$ cat config.mk
export PLATFORM = sky130hd
export DESIGN_NAME = shift_reg_sequencer
export DESIGN_NICKNAME = d
export VERILOG_FILES = /design/src/rtl/shift_reg_sequencer.sv
export SDC_FILE = /design/constraint.sdc
export NUM_CORES = 1
export LEC_CHECK = 0
export CAP_MARGIN = 20
export CORE_ASPECT_RATIO = 1.1
export CORE_MARGIN = 2
export CORE_UTILIZATION = 40
export DETAILED_ROUTE_END_ITERATION = 7
export PLACE_DENSITY = 0.62
export SYNTH_ARGS = -nofsm -noshare
export SYNTH_HDL_FRONTEND = slang
export SYNTH_SLANG_ARGS = --single-unit
$ cat constraint.sdc
create_clock -name clk -period 2.3 [get_ports clk]
set_clock_uncertainty 0.15 [all_clocks]
set_input_delay 0.46 -clock clk [delete_from_list [all_inputs] [get_ports clk]]
set_output_delay 0.46 -clock clk [all_outputs]
set_load 0.005 [all_outputs]
$ cat src/rtl/shift_reg_sequencer.sv
// ---------------------------------------------------------------------------
// shift_reg_sequencer
//
// Sequences commands onto an external 4-bit shift register. Commands enter a
// small FIFO. They are then executed in order by a four-state FSM:
//   IDLE  -> LOAD  -> SHIFT -> DONE -> IDLE
// The FSM skips LOAD for pure shift ops and skips SHIFT when the count is 0.
// The result is always read back from the external shifter (sr_q); this
// block never models the shift itself.
//
// Ports
//   clk        : single clock, rising edge
//   rst_n      : asynchronous active-low reset
//   cmd_valid  : command fields are valid
//   cmd_ready  : FIFO has room; low only when the FIFO is full
//   cmd_op     : 00 shr, 01 shl, 10 load+shr, 11 load+shl
//   cmd_cnt    : number of shift cycles, 0-15
//   cmd_data   : load value; used by ops 10/11 only
//   sr_en      : shifter enable (registered)
//   sr_sel     : shifter select 00 right, 01 left, 10 hold, 11 load (registered)
//   sr_in      : shifter parallel-load data (registered)
//   sr_q       : shifter registered output
//   rsp_valid  : one-cycle completion pulse (DONE state)
//   rsp_data   : sr_q while rsp_valid, else 0
//   busy       : FSM not idle or FIFO not empty
// ---------------------------------------------------------------------------
module shift_reg_sequencer #(
    parameter int FIFO_DEPTH = 2
) (
    input  logic       clk,
    input  logic       rst_n,
    input  logic       cmd_valid,
    output logic       cmd_ready,
    input  logic [1:0] cmd_op,
    input  logic [3:0] cmd_cnt,
    input  logic [3:0] cmd_data,
    output logic       sr_en,
    output logic [1:0] sr_sel,
    output logic [3:0] sr_in,
    input  logic [3:0] sr_q,
    output logic       rsp_valid,
    output logic [3:0] rsp_data,
    output logic       busy
);

    localparam int PTR_W = (FIFO_DEPTH > 1) ? $clog2(FIFO_DEPTH) : 1;
    localparam int CNT_W = $clog2(FIFO_DEPTH + 1);

    localparam logic [1:0] SEL_RIGHT = 2'b00;
    localparam logic [1:0] SEL_LEFT  = 2'b01;
    localparam logic [1:0] SEL_HOLD  = 2'b10;
    localparam logic [1:0] SEL_LOAD  = 2'b11;

    typedef enum logic [1:0] {
        IDLE,
        LOAD,
        SHIFT,
        DONE
    } state_t;

    typedef struct packed {
        logic [1:0] op;
        logic [3:0] cnt;
        logic [3:0] data;
    } cmd_t;

    cmd_t             fifo_mem [FIFO_DEPTH];
    logic [PTR_W-1:0] wr_ptr;
    logic [PTR_W-1:0] rd_ptr;
    logic [CNT_W-1:0] count;
    cmd_t             head;
    logic             push;
    logic             pop;

    state_t           state;
    logic [3:0]       shift_cnt;
    logic             shift_left;

    function automatic logic [PTR_W-1:0] ptr_next(input logic [PTR_W-1:0] p);
        return (p == PTR_W'(FIFO_DEPTH - 1)) ? '0 : p + PTR_W'(1);
    endfunction

    function automatic logic [1:0] shift_sel(input logic left);
        return left ? SEL_LEFT : SEL_RIGHT;
    endfunction

    // Ready depends only on registered occupancy, never on cmd_valid.
    assign cmd_ready = (count != CNT_W'(FIFO_DEPTH));
    assign push      = cmd_valid && cmd_ready;
    // The FSM pops the head only from IDLE; a push on the same edge still lands.
    assign pop       = (state == IDLE) && (count != '0);
    assign head      = fifo_mem[rd_ptr];

    assign busy      = (state != IDLE) || (count != '0);
    // DONE is entered on the edge of the final shift, so the result must be
    // read live from sr_q during DONE rather than captured on that edge.
    assign rsp_valid = (state == DONE);
    assign rsp_data  = (state == DONE) ? sr_q : 4'h0;

    // NOTE: FIFO storage has no reset; only the pointers and occupancy need
    // one, since an entry is never read before it has been written.
    always_ff @(posedge clk) begin
        if (push) begin
            fifo_mem[wr_ptr] <= '{op: cmd_op, cnt: cmd_cnt, data: cmd_data};
        end
    end

    // NOTE: sequential state uses non-blocking assignments so every flop
    // samples pre-edge values regardless of statement order.
    always_ff @(posedge clk or negedge rst_n) begin
        if (!rst_n) begin
            wr_ptr <= '0;
            rd_ptr <= '0;
            count  <= '0;
        end else begin
            if (push) wr_ptr <= ptr_next(wr_ptr);
            if (pop)  rd_ptr <= ptr_next(rd_ptr);
            count <= count + CNT_W'(push) - CNT_W'(pop);
        end
    end

    // FSM with registered shifter controls. The outputs are assigned for the
    // state being entered, so they line up with that state's cycle.
    always_ff @(posedge clk or negedge rst_n) begin
        if (!rst_n) begin
            state      <= IDLE;
            shift_cnt  <= 4'd0;
            shift_left <= 1'b0;
            sr_en      <= 1'b0;
            sr_sel     <= SEL_HOLD;
            sr_in      <= 4'h0;
        end else begin
            // Idle controls unless the next state is LOAD or SHIFT.
            sr_en  <= 1'b0;
            sr_sel <= SEL_HOLD;
            sr_in  <= 4'h0;

            case (state)
                IDLE: begin
                    if (pop) begin
                        shift_left <= head.op[0];
                        shift_cnt  <= head.cnt;
                        if (head.op[1]) begin
                            state  <= LOAD;
                            sr_en  <= 1'b1;
                            sr_sel <= SEL_LOAD;
                            sr_in  <= head.data;
                        end else if (head.cnt != 4'd0) begin
                            state  <= SHIFT;
                            sr_en  <= 1'b1;
                            sr_sel <= shift_sel(head.op[0]);
                        end else begin
                            state <= DONE;
                        end
                    end
                end

                LOAD: begin
                    if (shift_cnt != 4'd0) begin
                        state  <= SHIFT;
                        sr_en  <= 1'b1;
                        sr_sel <= shift_sel(shift_left);
                    end else begin
                        state <= DONE;
                    end
                end

                SHIFT: begin
                    // shift_cnt counts the SHIFT cycles still to run,
                    // including the current one.
                    shift_cnt <= shift_cnt - 4'd1;
                    if (shift_cnt == 4'd1) begin
                        state <= DONE;
                    end else begin
                        sr_en  <= 1'b1;
                        sr_sel <= shift_sel(shift_left);
                    end
                end

                DONE: begin
                    state <= IDLE;
                end

                default: begin
                    state <= IDLE;
                end
            endcase
        end
    end

endmodule
==> results.toml <==
[status]
status = "complete, no violations"

[worst_setup_path]
start_kind = "flip-flop"
critPathArrivalTime_ns = 1.58
cp.required_ns = 1.69
endpoint = "rsp_data[2]"
worstReg2RegStart = "state[1]$_DFFE_PN0P_"
r2r-end = "count[1]$_DFF_PN0_"
path_max_fanout = 5
cpMaxStageDelayCell = "clkdlybuf4s50_1"
reg2reg_depth = 10
crit_path_end_kind = "output pin"
path_class = "reg -> out"
critical_path.startpoint = "state[1]$_DFFE_PN0P_"
rrSetupSlack_ns = 0.29
max_stage_delay_ns = 0.44
path_cells = "buf_4 -> ha_4 -> and2_1 -> clkdlybuf4s50_1"

[layout]
area_growth_pct = 32.7
n_fill_cell = 363
final_nets = 208
diodes = 0
layout-drive-gt1-share_pct = 18.0

[die]
pin_count = 31
die_area_um2 = 4940
initial_utilization_pct = 41.3
die_x_um = 67.2
core_area_um2 = 4250
rows = 25
die_h_um = 73.5

[yosys]
synth_edf_count = 20
synthCells = 139
synth.area.top_cells = "edfxtp_1, dfrtp_1, ha_1, mux2i_1, nand2_1"
yosysMostFrequentCell = "edfxtp_1"
ys_types = 38
synth_top_cell_area_share_pct = 34.2
syn_avg_cell_area_um2 = 12.6
synth_area_um2 = 1760
syn_nets = 165
ys_ff_latch = 38
synth_warnings = 0
yosys.area.top_type = "edfxtp_1"
async_flop_share_pct = 47.4
ys.flop_type = "edfxtp_1"
yosysSeqAreaShare_pct = 59.9
yosys-top-cells-count = "edfxtp_1, dfrtp_1, nand2_1, ha_1, mux2i_1"

[detailed_routing]
drc = 0
wl_mm = 3.18
first_pass_iters = 5
drt_iter0_markers = 23
drt-wirelength-per-cell_um = 13.4
ant_nets = 0
vias = 1166
viasPerCell = 4.92

[clocking]
cts.path.max_buffers = 2
clk_latency_ns = 0.28
clk_pin_slew_ns = 0.08
cts_buffers = 5
h-tree-depth = 2
cts_tree = "built"
root_buffer = "clkbuf_8"
cts.sinks = 38

[grt]
grt_pass1_wl_mm = 5.12
overflow = 0
grt_usage_pct = 14.3
grt_pass1_vias = 1153
grt_max_degree = 14
antenna_found_initial = 0

[sta]
max-slew-margin-rel_pct = 68.5
period_needed_ns = 2.19
rsz0062_at_grt = "no"
drv_slew = 0
setup_viol = 0
fmax_ghz = 0.457
fin_setup_tns_ns = 0
hold_viol = 0
period_share_pct = 95.1
hold_slack_ns = 0.289
tightest_slew_ns = 0.473

[pwr]
p_leak_nw = 0.953
finalPower_w = 0.00318
ir_worst_vdd_v = 0.000610
powerDensity_nw_per_um2 = 1360

[worst_hold_path]
min_path_type = "in -> async"

[run]
cap_viol_max_count = 0

[place]
place.gp.congestion = 0.891
io_buffers = 30
dp_hpwl_mm = 2.34
==> flip-flops by register name, indices dropped and copies added, names as in the netlist <==
signal	count
shift_cnt	4
rd_ptr	1
sr_in	4
count	2
sr_sel	2
wr_ptr	1
sr_en	1
state	2
shift_left	1
fifo_mem	20
==> cells by family (layout without fill, tap and decap cells) <==
group                      count (synthesis)  after routing  synth area share, %
DFF                                       38             38                 59.9
and+or+nand+nor                           36             36                 11.0
AOI/OAI and AO/OA                         27             27                 10.0
buffers and inverters                     13             57                 3.42
muxes                                     12             12                 7.19
adders and majority gates                  9              9                 6.41
xor gates and xnor gates                   4              4                 1.99
==> per-layer routing <==
metal  global-route usage [%]  wire length [um]  vias up
met4                     7.94                76        0
li1                         -                 -      575
met1                     16.6              1400      551
met5                        0                 0        -
met2                     23.7              1560       34
met3                     4.13               148        6
==> critical path, delay by kind of cell (launching register included) <==
kind | cells | cell delay, ns
flip-flops | 1 | 0.41
AND/OR/NAND/NOR | 1 | 0.14
adder cells (fa/ha/maj) | 1 | 0.16
buffers and inverters | 2 | 0.59
==> placed cells by master, fill, tap and decap left out, types with 4 or more instances in the layout <==
cell             netlist  routed
a21oi_1                6       6
and2_1                 4       4
buf_4                  3      10
clkbuf_8               0       5
clkdlybuf4s50_1        0      29
dfrtp_1               17      17
edfxtp_1              20      20
ha_1                   9       7
inv_1                  8       8
mux2i_1                9       9
nand2_1               12      12
nor2_1                 7       7
o21ai_0                7       7
xnor2_1                4       4
==> final cells by class <==
class	instances	area [um2]	share of cell area (%)
Clock buffer	5	68.8	2.95
Clock inverter	3	68.8	2.95
Inverter	9	33.8	1.45
Multi-Input combinational cell	88	666	28.6
Sequential cell	38	1050	45.1
Tap cell	54	67.6	2.90
Timing Repair Buffer	40	374	16.0
==> what timing repair did <==
| item | 4_1_cts | 5_1_grt |
|---|---|---|
| endpoints found under the setup margin | 1 | 4 |
| hold buffers | 0 | 0 |
| buffers inserted | 5 | 0 |
| endpoints found under the hold margin | 0 | 0 |
| gates resized for setup | 3 | 2 |
| gates cloned | 0 | 0 |
==> how the worst min path moves through the flow <==
| stage | from | end | slack, ns | cells after the start |
|---|---|---|---|---|
| after floorplan | rst_n | count[0]$_DFF_PN0_ | 0.01 | 0 |
| after global placement | shift_left$_DFFE_PN0P_ | shift_left$_DFFE_PN0P_ | 0.31 | 2 |
| after detailed placement | shift_left$_DFFE_PN0P_ | shift_left$_DFFE_PN0P_ | 0.33 | 2 |
| after CTS | rst_n | count[1]$_DFF_PN0_ | 0.29 | 1 |
| after global routing | rst_n | sr_in[0]$_DFF_PN0_ | 0.30 | 1 |
| final | rst_n | count[1]$_DFF_PN0_ | 0.29 | 1 |
==> report_power, final <==
| group | switching, W | internal, W | total (W) |
|---|---|---|---|
| clock | 0.000235 | 0.000434 | 0.000669 |
| sequential | 0.000172 | 0.000976 | 0.00115 |
| combinational | 0.000654 | 0.000707 | 0.00136 |
==> per-stage QoR <==
step           instance area [um2]  instances  util [%]  setup slack (ns)
2_1_floorplan                 1760        139         -             0.227
3_3_place_gp                  2140        224      50.2             0.146
3_5_place_dp                  2140        224      50.2             0.111
4_1_cts                       2320        237      54.5            0.0125
5_1_grt                       2330        237      54.8            0.0429
6_report                      2330        237      54.8             0.114
(Power assumes the default switching activity.)
